`src/rtl/mc_bridge_pkg.sv`:
```
// ---------------------------------------------------------------------------
// mc_bridge_pkg
// Shared definitions for the MCU parallel-bus to SPI/PWM bridge:
//   - register address map
//   - STATUS register bit positions
//   - bus FSM state encoding and register-select enum
//   - helper that packs the STATUS word
// ---------------------------------------------------------------------------
package mc_bridge_pkg;

  // Register address map
  localparam logic [7:0] ADDR_DATA    = 8'h00;
  localparam logic [7:0] ADDR_STATUS  = 8'h01;
  localparam logic [7:0] ADDR_CTRL    = 8'h02;
  localparam logic [7:0] ADDR_IRQEN   = 8'h03;
  localparam logic [7:0] ADDR_PWM_ON  = 8'h19;
  localparam logic [7:0] ADDR_PWM_OFF = 8'h1A;

  // STATUS bit positions
  localparam int STAT_TX_FULL   = 0;
  localparam int STAT_RX_NEMPTY = 1;
  localparam int STAT_SPI_BUSY  = 2;
  localparam int STAT_TX_OVF    = 3;
  localparam int STAT_RX_UNF    = 4;
  localparam int STAT_PROTO_ERR = 5;

  // CTRL = {autocs, cspol, cpha, cpol}; the power-up mode is cpha=1, cspol=1
  localparam logic [3:0] CTRL_RESET = 4'b0110;

  // Bus transaction FSM
  typedef enum logic [1:0] {
    ST_IDLE = 2'd0,
    ST_WR   = 2'd1,
    ST_RD   = 2'd2
  } state_e;

  // Decoded register select
  typedef enum logic [2:0] {
    SEL_DATA,
    SEL_STATUS,
    SEL_CTRL,
    SEL_IRQEN,
    SEL_PWM_ON,
    SEL_PWM_OFF,
    SEL_NONE
  } reg_sel_e;

  // Assemble the STATUS read value from live inputs and sticky flags
  function automatic logic [15:0] packStatus(input logic txFull,
                                             input logic rxNempty,
                                             input logic spiBusy,
                                             input logic txOvf,
                                             input logic rxUnf,
                                             input logic protoErr);
    logic [15:0] s;
    s                 = '0;
    s[STAT_TX_FULL]   = txFull;
    s[STAT_RX_NEMPTY] = rxNempty;
    s[STAT_SPI_BUSY]  = spiBusy;
    s[STAT_TX_OVF]    = txOvf;
    s[STAT_RX_UNF]    = rxUnf;
    s[STAT_PROTO_ERR] = protoErr;
    return s;
  endfunction

endpackage

```
`src/rtl/mc_sync.sv`:
```
// ---------------------------------------------------------------------------
// mc_sync
// STAGES-deep flop chain that brings one asynchronous active-low bus strobe
// into the clock domain. All stages reset to 1 (strobe inactive).
// Ports:
//   clock  in   system clock
//   reset  in   synchronous, active-low reset
//   d_i    in   asynchronous strobe from the pad
//   q_o    out  synchronized strobe
// ---------------------------------------------------------------------------
module mc_sync #(
  parameter int STAGES = 2
) (
  input  logic clock,
  input  logic reset,
  input  logic d_i,
  output logic q_o
);

  logic [STAGES-1:0] chain_q;

  // Shift chain, written as a loop so that STAGES=1 is also legal
  always_ff @(posedge clock) begin
    if (!reset) begin
      chain_q <= '1;
    end else begin
      chain_q[0] <= d_i;
      for (int i = 1; i < STAGES; i++) begin
        chain_q[i] <= chain_q[i-1];
      end
    end
  end

  assign q_o = chain_q[STAGES-1];

endmodule

```
`src/rtl/mc_bridge.sv`:
```
// ---------------------------------------------------------------------------
// mc_bridge
// Bridges an asynchronous MCU parallel bus (active-low CE/OE/WE) onto a
// register file driving SPI FIFO strobes, SPI configuration and AUX PWM
// periods.
// Ports:
//   clock, reset               system clock, synchronous active-low reset
//   mc_ce, mc_oe, mc_we        bus strobes (active-low, asynchronous)
//   mc_add, mc_din             bus address and write data
//   mc_dout, mc_doe            bus read data and pad output enable
//   tx_push, tx_data, tx_full  SPI input FIFO push interface
//   rx_pop, rx_data, rx_nempty SPI output FIFO pop interface
//   spi_busy                   SPI master busy
//   cfg_cpol/cpha/cspol/autocs SPI configuration
//   pwm_on, pwm_off            AUX PWM periods
//   irq                        interrupt request (active-high)
// Build option:
//   MC_BRIDGE_IRQ_EN  adds the IRQEN register at 0x03 and a registered irq.
//                     When undefined, irq is 0 and 0x03 reads as 0.
// ---------------------------------------------------------------------------
module mc_bridge #(
  parameter int MC_DATA_WIDTH = 16,
  parameter int MC_ADD_WIDTH  = 6,
  parameter int SYNC_STAGES   = 2
) (
  input  logic                     clock,
  input  logic                     reset,
  input  logic                     mc_ce,
  input  logic                     mc_oe,
  input  logic                     mc_we,
  input  logic [MC_ADD_WIDTH-1:0]  mc_add,
  input  logic [MC_DATA_WIDTH-1:0] mc_din,
  output logic [MC_DATA_WIDTH-1:0] mc_dout,
  output logic                     mc_doe,
  output logic                     tx_push,
  output logic [15:0]              tx_data,
  input  logic                     tx_full,
  output logic                     rx_pop,
  input  logic [15:0]              rx_data,
  input  logic                     rx_nempty,
  input  logic                     spi_busy,
  output logic                     cfg_cpol,
  output logic                     cfg_cpha,
  output logic                     cfg_cspol,
  output logic                     cfg_autocs,
  output logic [15:0]              pwm_on,
  output logic [15:0]              pwm_off,
  output logic                     irq
);

  import mc_bridge_pkg::*;

  logic ceSync, oeSync, weSync;

  state_e state_q, state_d;
  logic   commitWr, enterRd, exitRd, protoErrEvt;

  reg_sel_e    sel;
  logic [15:0] wrData;
  logic [15:0] rdValue;

  logic txOvf_q, txOvf_d;
  logic rxUnf_q, rxUnf_d;
  logic protoErr_q, protoErr_d;

  logic                     txPush_q;
  logic [15:0]              txData_q;
  logic                     rxPop_q;
  logic                     popPending_q;
  logic                     doe_q;
  logic [MC_DATA_WIDTH-1:0] dout_q;
  logic [3:0]               ctrl_q;
  logic [15:0]              pwmOn_q;
  logic [15:0]              pwmOff_q;

`ifdef MC_BRIDGE_IRQ_EN
  logic [2:0] irqEn_q;
  logic       irq_q;
`endif

  mc_sync #(.STAGES(SYNC_STAGES)) uSyncCe (.clock(clock), .reset(reset), .d_i(mc_ce), .q_o(ceSync));
  mc_sync #(.STAGES(SYNC_STAGES)) uSyncOe (.clock(clock), .reset(reset), .d_i(mc_oe), .q_o(oeSync));
  mc_sync #(.STAGES(SYNC_STAGES)) uSyncWe (.clock(clock), .reset(reset), .d_i(mc_we), .q_o(weSync));

  // Address and data are taken straight from the pads: the MCU keeps them
  // stable for longer than the strobe synchronizer delay.
  function automatic reg_sel_e decodeAddr(input logic [MC_ADD_WIDTH-1:0] a);
    if      (a == MC_ADD_WIDTH'(ADDR_DATA))    return SEL_DATA;
    else if (a == MC_ADD_WIDTH'(ADDR_STATUS))  return SEL_STATUS;
    else if (a == MC_ADD_WIDTH'(ADDR_CTRL))    return SEL_CTRL;
    else if (a == MC_ADD_WIDTH'(ADDR_IRQEN))   return SEL_IRQEN;
    else if (a == MC_ADD_WIDTH'(ADDR_PWM_ON))  return SEL_PWM_ON;
    else if (a == MC_ADD_WIDTH'(ADDR_PWM_OFF)) return SEL_PWM_OFF;
    else                                       return SEL_NONE;
  endfunction

  assign sel    = decodeAddr(mc_add);
  assign wrData = 16'(mc_din);

  // FSM state register
  always_ff @(posedge clock) begin
    if (!reset) begin
      state_q <= ST_IDLE;
    end else begin
      state_q <= state_d;
    end
  end

  // Next state plus single-cycle transaction events. A write commits on the
  // WR exit cycle, so it lands SYNC_STAGES+1 clocks after WE rises at the pin.
  always_comb begin
    state_d     = state_q;
    commitWr    = 1'b0;
    enterRd     = 1'b0;
    exitRd      = 1'b0;
    protoErrEvt = 1'b0;
    case (state_q)
      ST_IDLE: begin
        if (!weSync && !oeSync) begin
          protoErrEvt = 1'b1;
        end else if (!ceSync && !weSync) begin
          state_d = ST_WR;
        end else if (!ceSync && !oeSync) begin
          state_d = ST_RD;
          enterRd = 1'b1;
        end
      end
      ST_WR: begin
        if (weSync || ceSync) begin
          state_d  = ST_IDLE;
          commitWr = 1'b1;
        end
      end
      ST_RD: begin
        if (oeSync || ceSync) begin
          state_d = ST_IDLE;
          exitRd  = 1'b1;
        end
      end
      default: state_d = ST_IDLE;
    endcase
  end

  // Read mux; an empty RX FIFO reads as 0
  always_comb begin
    rdValue = 16'h0000;
    case (sel)
      SEL_DATA:    rdValue = rx_nempty ? rx_data : 16'h0000;
      SEL_STATUS:  rdValue = packStatus(tx_full, rx_nempty, spi_busy,
                                        txOvf_q, rxUnf_q, protoErr_q);
      SEL_CTRL:    rdValue = {12'h000, ctrl_q};
`ifdef MC_BRIDGE_IRQ_EN
      SEL_IRQEN:   rdValue = {13'h0000, irqEn_q};
`endif
      SEL_PWM_ON:  rdValue = pwmOn_q;
      SEL_PWM_OFF: rdValue = pwmOff_q;
      default:     rdValue = 16'h0000;
    endcase
  end

  // Sticky error flags: W1C clear is applied first so a same-cycle set wins
  always_comb begin
    txOvf_d    = txOvf_q;
    rxUnf_d    = rxUnf_q;
    protoErr_d = protoErr_q;
    if (commitWr && sel == SEL_STATUS) begin
      if (wrData[STAT_TX_OVF])    txOvf_d    = 1'b0;
      if (wrData[STAT_RX_UNF])    rxUnf_d    = 1'b0;
      if (wrData[STAT_PROTO_ERR]) protoErr_d = 1'b0;
    end
    if (commitWr && sel == SEL_DATA && tx_full) txOvf_d = 1'b1;
    if (enterRd && sel == SEL_DATA && !rx_nempty) rxUnf_d = 1'b1;
    if (protoErrEvt) protoErr_d = 1'b1;
  end

  // Datapath registers. The RX pop decision is frozen at RD entry so the
  // MCU receives exactly the word that is later popped.
  always_ff @(posedge clock) begin
    if (!reset) begin
      txOvf_q      <= 1'b0;
      rxUnf_q      <= 1'b0;
      protoErr_q   <= 1'b0;
      txPush_q     <= 1'b0;
      txData_q     <= 16'h0000;
      rxPop_q      <= 1'b0;
      popPending_q <= 1'b0;
      doe_q        <= 1'b0;
      dout_q       <= '0;
      ctrl_q       <= CTRL_RESET;
      pwmOn_q      <= 16'h0000;
      pwmOff_q     <= 16'h0000;
    end else begin
      txOvf_q    <= txOvf_d;
      rxUnf_q    <= rxUnf_d;
      protoErr_q <= protoErr_d;

      txPush_q <= commitWr && sel == SEL_DATA && !tx_full;
      if (commitWr && sel == SEL_DATA && !tx_full) txData_q <= wrData;
      if (commitWr && sel == SEL_CTRL)    ctrl_q   <= wrData[3:0];
      if (commitWr && sel == SEL_PWM_ON)  pwmOn_q  <= wrData;
      if (commitWr && sel == SEL_PWM_OFF) pwmOff_q <= wrData;

      rxPop_q <= exitRd && popPending_q;
      if (enterRd) begin
        dout_q       <= MC_DATA_WIDTH'(rdValue);
        popPending_q <= (sel == SEL_DATA) && rx_nempty;
      end else if (exitRd) begin
        popPending_q <= 1'b0;
      end

      // Lags the state by one clock: rises the cycle after RD entry and
      // falls the cycle after RD exit
      doe_q <= (state_q == ST_RD);
    end
  end

`ifdef MC_BRIDGE_IRQ_EN
  // Interrupt enables and registered interrupt request
  always_ff @(posedge clock) begin
    if (!reset) begin
      irqEn_q <= 3'b000;
      irq_q   <= 1'b0;
    end else begin
      if (commitWr && sel == SEL_IRQEN) irqEn_q <= wrData[2:0];
      irq_q <= |(irqEn_q & {txOvf_q | rxUnf_q | protoErr_q, ~tx_full, rx_nempty});
    end
  end
  assign irq = irq_q;
`else
  assign irq = 1'b0;
`endif

  assign mc_dout    = dout_q;
  assign mc_doe     = doe_q;
  assign tx_push    = txPush_q;
  assign tx_data    = txData_q;
  assign rx_pop     = rxPop_q;
  assign cfg_cpol   = ctrl_q[0];
  assign cfg_cpha   = ctrl_q[1];
  assign cfg_cspol  = ctrl_q[2];
  assign cfg_autocs = ctrl_q[3];
  assign pwm_on     = pwmOn_q;
  assign pwm_off    = pwmOff_q;

endmodule

```
`config.mk`:
```
export PLATFORM = sky130hd
export DESIGN_NAME = mc_bridge
export DESIGN_NICKNAME = d
export VERILOG_FILES = /design/src/rtl/mc_bridge_pkg.sv /design/src/rtl/mc_sync.sv /design/src/rtl/mc_bridge.sv
export SDC_FILE = /design/constraint.sdc
export NUM_CORES = 1
export LEC_CHECK = 0
export CORE_MARGIN = 2
export CORE_UTILIZATION = 49
export DETAILED_ROUTE_END_ITERATION = 12
export GPL_TIMING_DRIVEN = 0
export PLACE_DENSITY = 0.95
export SYNTH_ARGS = -nofsm -noshare
export SYNTH_HDL_FRONTEND = slang
export SYNTH_HIERARCHICAL = 1
export SYNTH_SLANG_ARGS = --single-unit
```
`constraint.sdc`:
```
create_clock -name clock -period 4.3 [get_ports clock]
set_input_delay 1.075 -clock clock [delete_from_list [all_inputs] [get_ports clock]]
set_output_delay 1.075 -clock clock [all_outputs]
set_load 0.05 [all_outputs]
```
# After elaboration in Yosys (flattened, before gate mapping)

Cells that the tools add are included.

Bits in registers: 83
Bits of input ports: 46
Word-level logic and storage cells: 101
Output and inout port bits: 72

Reduce and logical (&&, ||, !) cells: 35
Equal/unequal tests: 15
Mux-type cells: 35

Operators with widths:

| cell                                                             | count |
|---|---|
| 16-bit one-hot mux with 5 select lines                           | 1 |
| 1-bit two-way mux                                                | 21 |
| 16-bit two-way mux                                               | 1 |
| 1-bit logical AND                                                | 14 |
| 2-bit two-way mux                                                | 7 |
| 2-bit nonzero test                                               | 7 |
| 6-bit by 2-bit == test with 1-bit output (second input constant) | 2 |
| 6-bit by 5-bit == test with 1-bit output (second input constant) | 2 |
| 3-bit two-way mux                                                | 4 |
| 3-bit == test (second input constant)                            | 2 |
| 6-bit by 1-bit == test with 1-bit output (second input constant) | 1 |
| 6-bit logical NOT                                                | 1 |
| 2-bit != test (second input constant)                            | 3 |
| 2-bit one-hot mux with 3 select lines                            | 1 |
| 2-bit AND reduction                                              | 3 |
| 1-bit logical NOT                                                | 5 |
| 4-bit AND reduction                                              | 1 |
| 3-bit by 1-bit == test with 1-bit output (second input constant) | 1 |
| 3-bit by 2-bit == test with 1-bit output (second input constant) | 1 |
| 3-bit logical NOT                                                | 1 |
| 3-bit != test (second input constant)                            | 1 |
| 2-bit by 1-bit == test with 1-bit output (second input constant) | 1 |
| 2-bit == test (second input constant)                            | 1 |
| 2-bit logical NOT                                                | 1 |
| 1-bit logical OR                                                 | 2 |

# Depth between registers and ports, before layout

Gate-level depths: netlist (run 1).

Depth after elaboration: 12
Depth in mapped cells: 8
Depth with buffers taken out: 4

# By module

Netlist (run 1), hierarchy kept.

By module, submodules not included:

| module    | cells an instance | area each (µm²) | times used | sequential area each (µm²) |
|---|---|---|---|---|
| mc_bridge | 373               | 3373.2          | 1          | 1541.5 |
| mc_sync   | 4                 | 52.6            | 3          | 40.0 |

# Least setup slack after synthesis (run 1)

Ideal clock, no wire load.

Kind: input to register
Start: input mc_add[4]
End: register txData_q[10], in the netlist tx_data[10]
Arrival time: 2.422 ns
Stages: 7
Slack: 1.758 ns
Cell sequence: or4_4 > buf_6 > or2_1 > buf_6 > buf_6 > o21ai_0 > a21boi_1

Longest elaborated chain between the ends: 10
Elaborated cells between the ends (all ways): 15
Classes of those cells: eq/ne (5); mux (6); reduce/logical (4)

RTL lines:

| what                                     | RTL line         | source |
|---|---|---|
| start, declared                          | mc_bridge.sv:31  | `input logic [MC_ADD_WIDTH-1:0] mc_add,` |
| 6-bit by 5-bit == test with 1-bit output | mc_bridge.sv:93  | `else if (a == MC_ADD_WIDTH'(ADDR_PWM_OFF)) return SEL_PWM_OFF;` |
| 2-bit two-way mux                        | mc_bridge.sv:93  |  |
| 2-bit two-way mux                        | mc_bridge.sv:92  | `else if (a == MC_ADD_WIDTH'(ADDR_PWM_ON)) return SEL_PWM_ON;` |
| 3-bit two-way mux                        | mc_bridge.sv:91  | `else if (a == MC_ADD_WIDTH'(ADDR_IRQEN)) return SEL_IRQEN;` |
| 3-bit two-way mux                        | mc_bridge.sv:90  | `else if (a == MC_ADD_WIDTH'(ADDR_CTRL)) return SEL_CTRL;` |
| 3-bit two-way mux                        | mc_bridge.sv:89  | `else if (a == MC_ADD_WIDTH'(ADDR_STATUS)) return SEL_STATUS;` |
| 3-bit two-way mux *                      | mc_bridge.sv:88  | `if (a == MC_ADD_WIDTH'(ADDR_DATA)) return SEL_DATA;` |
| 3-bit logical NOT *                      | mc_bridge.sv:198 | `if (commitWr && sel == SEL_DATA && !tx_full) txData_q <= wrData;` |
| 1-bit logical AND * (2 in a row)         | mc_bridge.sv:198 |  |
| end signal, assigned                     | mc_bridge.sv:198 |  |
| end, declared                            | mc_bridge.sv:67  | `logic [15:0] txData_q;` |

Every way passes the cells marked *; elsewhere a longest branch is shown, timed or not.
A chain may end at the register's enable or synchronous reset.

# Worst setup path after layout (run 1)

Start: input mc_add[2]
End: register dout_q[9], in the netlist mc_dout[9]

Longest elaborated chain between the ends: 9
Elaborated cells between the ends (all ways): 18
Classes of those cells: eq/ne (9); mux (7); reduce/logical (2)

RTL lines:

| what                                        | RTL line         | source |
|---|---|---|
| 6-bit by 5-bit == test with 1-bit output    | mc_bridge.sv:93  |  |
| 2-bit two-way mux                           | mc_bridge.sv:93  |  |
| 2-bit two-way mux                           | mc_bridge.sv:92  |  |
| 3-bit two-way mux                           | mc_bridge.sv:91  |  |
| 3-bit two-way mux                           | mc_bridge.sv:90  |  |
| 3-bit two-way mux                           | mc_bridge.sv:89  |  |
| 3-bit two-way mux *                         | mc_bridge.sv:88  |  |
| 3-bit == test, or another cell as far along | mc_bridge.sv:147 | `case (sel)` |
| 16-bit one-hot mux with 5 select lines *    | mc_bridge.sv:147 |  |
| end signal, assigned                        | mc_bridge.sv:205 | `dout_q <= MC_DATA_WIDTH'(rdValue);` |
| end, declared                               | mc_bridge.sv:71  | `logic [MC_DATA_WIDTH-1:0] dout_q;` |

Marked as above.

==> results of run 1 <==
## worst paths after layout
check,startpoint,slack (ps),cells past startpoint,to
max,mc_add[2],1240,7,mc_dout[9]$_SDFFE_PN0P_
max reg2reg,state_q[0]$_SDFFE_PN0P_,2140,6,pwm_off[8]$_SDFFE_PN0P_
min,uSyncOe/chain_q[0]$_SDFF_PN1_,420,1,uSyncOe/chain_q[1]$_SDFF_PN1_
min reg2reg,uSyncOe/chain_q[0]$_SDFF_PN1_,420,1,uSyncOe/chain_q[1]$_SDFF_PN1_
## layout by cell type, fill, tap and decap left out, types with 2 or more instances in the layout
master           synthesis  layout
a21boi_0                21      21
a21boi_1                12      12
a21oi_1                  4       4
a221oi_1                 2       2
a222oi_1                13      13
a22oi_1                  2       2
a31oi_1                  3       3
buf_2                    7       7
buf_6                    4       4
bufinv_16                0       2
clkbuf_1                16      16
clkbuf_8                 0      10
clkdlybuf4s50_1          0     115
clkinv_2                 0       2
dfxtp_1                 83      83
inv_1                    7       7
mux2i_1                 19      19
nand2_1                 57      57
nand2b_1                10      10
nand3_1                 16      16
nand3b_1                10      10
nor2_1                  12      12
nor2b_1                 18      18
nor3_1                   2       2
nor3_2                   2       2
nor4_1                   5       5
nor4_4                   2       2
o211ai_1                 3       3
o21a_1                   3       3
o21ai_0                 27      27
o21ai_1                  5       5
## flip-flops by register name, summed over array words and instances (netlist names), 2 cells and up
register,cells
mc_dout,16
uSyncOe/chain_q,2
tx_data,16
state_q,2
uSyncCe/chain_q,2
uSyncWe/chain_q,2
pwm_off,16
pwm_on,16
ctrl_q,4
## per-layer routing
layer	vias to the layer above	wire, µm	global-route usage [%]
met5	-	0	0
met4	0	405	13.77
met3	42	914	4.851
met2	212	5491	46.27
met1	1700	4475	37.79
li1	1623	-	-
## through the flow
stage	area, µm²	worst slack [ps]
global route	5026	1065
CTS	5026	1295
detailed placement	4802	968.0
floorplan	3531	1758
global placement	4802	1028
finish	5026	1235
## power groups by stage
stage          logic, mW  registers [mW]  clock network (mW)
2_1_floorplan     0.0378           0.791                   0
3_3_place_gp       0.101           0.791                   0
3_5_place_dp       0.102           0.791                   0
4_1_cts            0.103           0.773               0.628
5_1_grt            0.110           0.773               0.661
6_report           0.105           0.773               0.628
## cells in the mapped netlist, types with 3 or more instances
library cell	number
a31oi_1	3
a21boi_0	21
o21ai_0	27
a222oi_1	13
dfxtp_1	83
nand3_1	16
buf_6	4
nor2b_1	18
o211ai_1	3
nand2_1	57
buf_2	7
inv_1	7
o21a_1	3
clkbuf_1	16
a21boi_1	12
mux2i_1	19
nor2_1	12
a21oi_1	4
nor4_1	5
nand3b_1	10
o21ai_1	5
nand2b_1	10
## cell families (layout without fill, tap and decap cells)
family                 count (synthesis)  after routing
muxes                                 19             19
and+or+nand+nor                      147            147
other                                  1              1
buffers and inverters                 35            166
AOI/OAI and AO/OA                    100            100
DFF                                   83             83
## area by class of cell
class	count	area (µm²)	share of cell area, %
multi-input cells	267	1695	33.73
flip-flops and latches	83	1662	33.06
repair buffers	115	1151	22.90
plain buffers	28	147.6	2.938
clock buffers	10	137.6	2.738
well taps	96	120.1	2.390
clock inverters	6	86.33	1.718
inverters	7	26.28	0.5228
==> metrics.csv, run 1 <==
stage;metric;value;unit
clocking;clock_path_buffers;2;
critical_path;cp.required;4530;ps
logic_synthesis;synth_top_area_cell;dfxtp_1;
logic_synthesis;synth_flop_cell;dfxtp_1;
sta;finalCritPeriodShare;71.27;%
pwr;p_switching;0.3375;mW
clocking;cts_sinks;83;
critical_path;cp-start-kind;input pin;
clocking;cts_tree;done;
logic_synthesis;async_reset_ff_share;0;%
global_route;track_usage;28.84;%
global_route;grt_pass1_wl;17.22;mm
clocking;postCtsResizedCells;0;
cells_and_area;utilization;73.17;%
logic_synthesis;synthAdderAreaFrac;0;%
pwr;power.density;299.6;nW/µm²
sta;timing.fmax;0.3263;GHz
cells_and_area;instances_no_fill;612;
logic_synthesis;synth_cell_type_count;47;
cells_and_area;diodes;0;
critical_path;cp_common_cell;clkbuf_1;
detailed_routing;drc;0;
logic_synthesis;ys_ff_latch;83;
global_route;grt_max_degree;15;
run;drv_cap;0;
critical_path;cp_max_fo;10;
clocking;cts_hold_buffers;0;
critical_path;path_buf_inv;3;
cells_and_area;layout.nets;557;
min_path;hold_class;reg2reg;
clocking;clk_pin_slew;90;ps
critical_path;path_cells;clkdlybuf4s50_1 > nand4bb_1 > clkbuf_1 > nor2_1 > clkbuf_1 > a222oi_1 > o21ai_0;
logic_synthesis;synth_area;3531;µm²
pwr;p_leak;1.602;nW
logic_synthesis;ys_seq_area_share;47.06;%
critical_path;critPathKind;in2reg;
detailed_routing;postRouteAntennaNets;0;
sta;finalSetupTns;0;ps
cells_and_area;nFillCells;520;
detailed_routing;viasPerCell;5.845;
floorplanning;die_w;88.89;µm
place;dp_hpwl;8.365;mm
sta;hold_slack;420.0;ps
floorplanning;fp.dieH;88.89;µm
sta;slew_headroom;41.52;%
critical_path;crit_arrival;3290;ps
floorplanning;coreArea;6869;µm²
clocking;clock_latency;350;ps
logic_synthesis;synthCells;385;
logic_synthesis;synth.mux.area_fraction;5.386;%
status;status;finished, final reports clean;
detailed_routing;routed_wl;11.29;mm
cells_and_area;drive_gt1_share;6.977;%
logic_synthesis;netlist.area_leader.share;47.06;%
logic_synthesis;yosys-top-cells-area;dfxtp_1 47%, nand2_1 6.1%, mux2i_1 5.4%;
logic_synthesis;yosys.area_share.simple;22.71;%
logic_synthesis;syn_avg_cell_area;9.171;µm²
pwr;clkPwrFrac;41.7;%
critical_path;slowest_delay;540;ps
detailed_routing;vias;3577;
critical_path;cp_slowest_cell;clkdlybuf4s50_1;
place;place_inst;596;
logic_synthesis;ys_warn_count;6;
global_route;antenna_found_initial;0;
cells_and_area;syn_to_final_growth;42.35;%
pwr;switching_share;22.41;%
sta;fin_worst_skew;8.003;ps
pwr;p_total;1.506;mW
sta;worst_pin_slew;870.6;ps
clocking;cts_setup_buffers;0;
place;placement.io_buffers;115;
detailed_routing;wl_per_cell;18.44;µm
critical_path;path_delay_family;buffers and inverters;
floorplanning;rows;30;
pwr;ir_worst_vdd;0.0002032;V
detailed_routing;firstDrtPassIters;7;
global_route;grt_pass1_vias;3410;
sta;fin_crit;3065;ps
pwr;power_frac_seq;51.3;%
floorplanning;dieArea;7901;µm²
sta;finalHoldViolCount;0;
floorplanning;io_pins;118;
pwr;p_comb_share;7.0;%
global_route;grt_overflow;0;
sta;slew_violations;0;
clocking;root_buffer;clkbuf_8;
clocking;h-tree-depth;3;
place;routabilityCongestion;0.9073;
logic_synthesis;synth-xor-area-share;0;%
pwr;internal_power;1.168;mW
logic_synthesis;synth_compound_area_share;19.81;%
sta;rsz0062_at_grt;false;
detailed_routing;drt_iter0_markers;373;
logic_synthesis;synth_fp_nets;431;
logic_synthesis;synth_top_family_by_area;simple AND/OR/NAND/NOR gates;
clocking;cts_buffers;9;
floorplanning;initial_utilization;51.40;%
critical_path;end_kind;flop;
logic_synthesis;synth_edf_count;0;
sta;setup_viol;0;
Note: power is estimated with default switching activity, not from simulation.
==> run 2, diff against run 1 <==
--- a/config.mk
+++ b/config.mk
@@ -6,10 +6,10 @@
 export NUM_CORES = 1
 export LEC_CHECK = 0
 export CORE_MARGIN = 2
-export CORE_UTILIZATION = 49
+export CORE_UTILIZATION = 46
 export DETAILED_ROUTE_END_ITERATION = 12
 export GPL_TIMING_DRIVEN = 0
-export PLACE_DENSITY = 0.95
+export PLACE_DENSITY = 0.9
 export SYNTH_ARGS = -nofsm -noshare
 export SYNTH_HDL_FRONTEND = slang
 export SYNTH_HIERARCHICAL = 1
==> constraint.sdc (replaced) <==
create_clock -name clock -period 2.9 [get_ports clock]
set_input_delay 0.725 -clock clock [delete_from_list [all_inputs] [get_ports clock]]
set_output_delay 0.725 -clock clock [all_outputs]
set_load 0.05 [all_outputs]
==> metrics.csv, run 2 (same netlist as run 1, synthesis figures left out) <==
stage;metric;value;unit;change
critical_path;crit_arrival;2850;ps;was 3290 ps
global_route;grt_max_degree;16;;was 15
sta;finalCritPeriodShare;90.30;%;
cells_and_area;diodes;0;;unchanged
clocking;cts_sinks;83;;unchanged
critical_path;worst-r2r-setup-slack;740;ps;was 2140 ps
clocking;clock_latency;340;ps;was 350 ps
sta;slew_headroom;39.46;%;was 41.52%
detailed_routing;postRouteAntennaNets;0;;unchanged
clocking;cts_buffers;9;;unchanged
clocking;cts_tree;done;;unchanged
clocking;postCtsResizedCells;0;;unchanged
floorplanning;rows;31;;was 30
floorplanning;dieArea;8392;µm²;was 7901 µm²
sta;slew_violations;0;;unchanged
critical_path;startpoint;mc_add[5];;was mc_add[2]
critical_path;critPathKind;in2reg;;unchanged
sta;timing.fmax;0.3819;GHz;
sta;finalHoldViolCount;0;;unchanged
detailed_routing;drc;0;;unchanged
critical_path;end_kind;flop;;unchanged
global_route;antenna_found_initial;0;;unchanged
detailed_routing;viasPerCell;5.558;;was 5.845
clocking;clock_path_buffers;2;;unchanged
cells_and_area;final_cell_mix;115 x clkdlybuf4s50_1, 83 x dfxtp_1, 57 x nand2_1;;unchanged
detailed_routing;vias;3418;;was 3577
pwr;p_leak;1.573;nW;was 1.602 nW
floorplanning;coreArea;7331;µm²;was 6869 µm²
sta;finalSetupTns;0;ps;unchanged
place;pre_cts_ws;-54.08;ps;was 968.0 ps
clocking;root_buffer;clkbuf_8;;unchanged
min_path;hold_class;reg2reg;;unchanged
run;drv_cap;0;;unchanged
sta;hold_slack;412.4;ps;was 420.0 ps
cells_and_area;drive_gt1_share;6.783;%;was 6.977%
sta;fin_worst_skew;7.401;ps;was 8.003 ps
pwr;ir_worst_vdd;0.0002479;V;was 0.0002032 V
cells_and_area;utilization;67.93;%;was 73.17%
cells_and_area;nFillCells;591;;was 520
clocking;h-tree-depth;3;;unchanged
clocking;cts_setup_buffers;0;;unchanged
cells_and_area;syn_to_final_growth;41.03;%;was 42.35%
global_route;grt_pass1_wl;17.30;mm;was 17.22 mm
sta;fin_crit;2619;ps;
clocking;clk_pin_slew;90;ps;about the same
global_route;grt_pass1_vias;3398;;was 3410
detailed_routing;wl_per_cell;17.43;µm;was 18.44 µm
detailed_routing;routed_wl;10.72;mm;was 11.29 mm
place;place_inst;599;;was 596
sta;worst_pin_slew;901.1;ps;was 870.6 ps
pwr;power.density;412.0;nW/µm²;was 299.6 nW/µm²
floorplanning;fp.dieH;91.61;µm;was 88.89 µm
status;status;finished, final reports clean;;unchanged
detailed_routing;firstDrtPassIters;6;;was 7
critical_path;cp.required;3130;ps;was 4530 ps
sta;rsz0062_at_grt;false;;unchanged
clocking;cts_hold_buffers;0;;unchanged
cells_and_area;layout.nets;557;;unchanged
floorplanning;die_w;91.61;µm;was 88.89 µm
cells_and_area;final_common_cell;clkdlybuf4s50_1;;unchanged
critical_path;r2r_start;state_q[0]$_SDFFE_PN0P_;;unchanged
critical_path;cp-start-kind;input pin;;unchanged
detailed_routing;drt_iter0_markers;311;;was 373
min_path;hold_start;uSyncWe/chain_q[0]$_SDFF_PN1_;;was uSyncOe/chain_q[0]$_SDFF_PN1_
place;dp_hpwl;8.197;mm;was 8.365 mm
global_route;grt_overflow;0;;unchanged
place;routabilityCongestion;0.9065;;was 0.9073
floorplanning;io_pins;118;;unchanged
sta;setup_viol;0;;unchanged
floorplanning;initial_utilization;48.17;%;was 51.40%
sta;setup_slack;281.4;ps;was 1235 ps
cells_and_area;instances_no_fill;615;;was 612
global_route;track_usage;25.88;%;was 28.84%
place;placement.io_buffers;115;;unchanged
critical_path;cp_max_fo;10;;unchanged
[run 2: critical path, stage by stage]
cell and delay (ps):
clkdlybuf4s50_1 520, nand4bb_1 130, clkbuf_1 370, nor2_1 190, clkbuf_1 280, a222oi_1 500
o21ai_0 120
[run 2: area by class of cell]
cell class                      count  area (µm²)  area share, %
Tap cell                           99       123.9          2.487
Inverter                            7       26.28         0.5276
Clock buffer                       10       127.6          2.563
Timing Repair Buffer              115        1151          23.12
Sequential cell                    83        1662          33.37
Buffer                             28       147.6          2.965
Multi-Input combinational cell    267        1695          34.05
Clock inverter                      6       46.29         0.9296
[run 2: worst paths after layout]
path,to,depth (start not counted)
setup / recovery,mc_dout[9]$_SDFFE_PN0P_,7
hold / removal,uSyncWe/chain_q[1]$_SDFF_PN1_,1
setup reg to reg,tx_data[8]$_SDFFE_PN0P_,6
hold reg to reg,uSyncWe/chain_q[1]$_SDFF_PN1_,1
[run 2: metal layers]
layer	wire length (µm)	track usage, %	vias to the layer above
met2	5257	42.46	138
met4	200	8.460	0
li1	-	-	1624
met3	658	3.040	16
met1	4606	35.54	1640
met5	0	0	-
[run 2: where the power goes]
group | leakage (nW) | total [mW] | switching [mW] | internal [mW]
clock | 0.0837 | 0.753 | 0.434 | 0.319
sequential | 0.670 | 1.15 | 0.00307 | 1.14
combinational | 0.820 | 0.153 | 0.0723 | 0.0809
total | 1.57 | 2.05 | 0.509 | 1.54
[run 2: through the flow]
step	total power [mW]	area, µm²
final	2.052	4980
after global routing	2.118	4980
after CTS	2.052	4980
after detailed placement	1.324	4806
after global placement	1.322	4806
after floorplan	1.228	3531
==> run 3, diff against run 2 <==
--- a/config.mk
+++ b/config.mk
@@ -7,6 +7,7 @@
 export LEC_CHECK = 0
 export CORE_MARGIN = 2
 export CORE_UTILIZATION = 46
+export CTS_CLUSTER_DIAMETER = 30
 export DETAILED_ROUTE_END_ITERATION = 12
 export GPL_TIMING_DRIVEN = 0
 export PLACE_DENSITY = 0.9
==> results of run 3 <==
The final DEF is identical to that of run 2; final timing and power are the same.
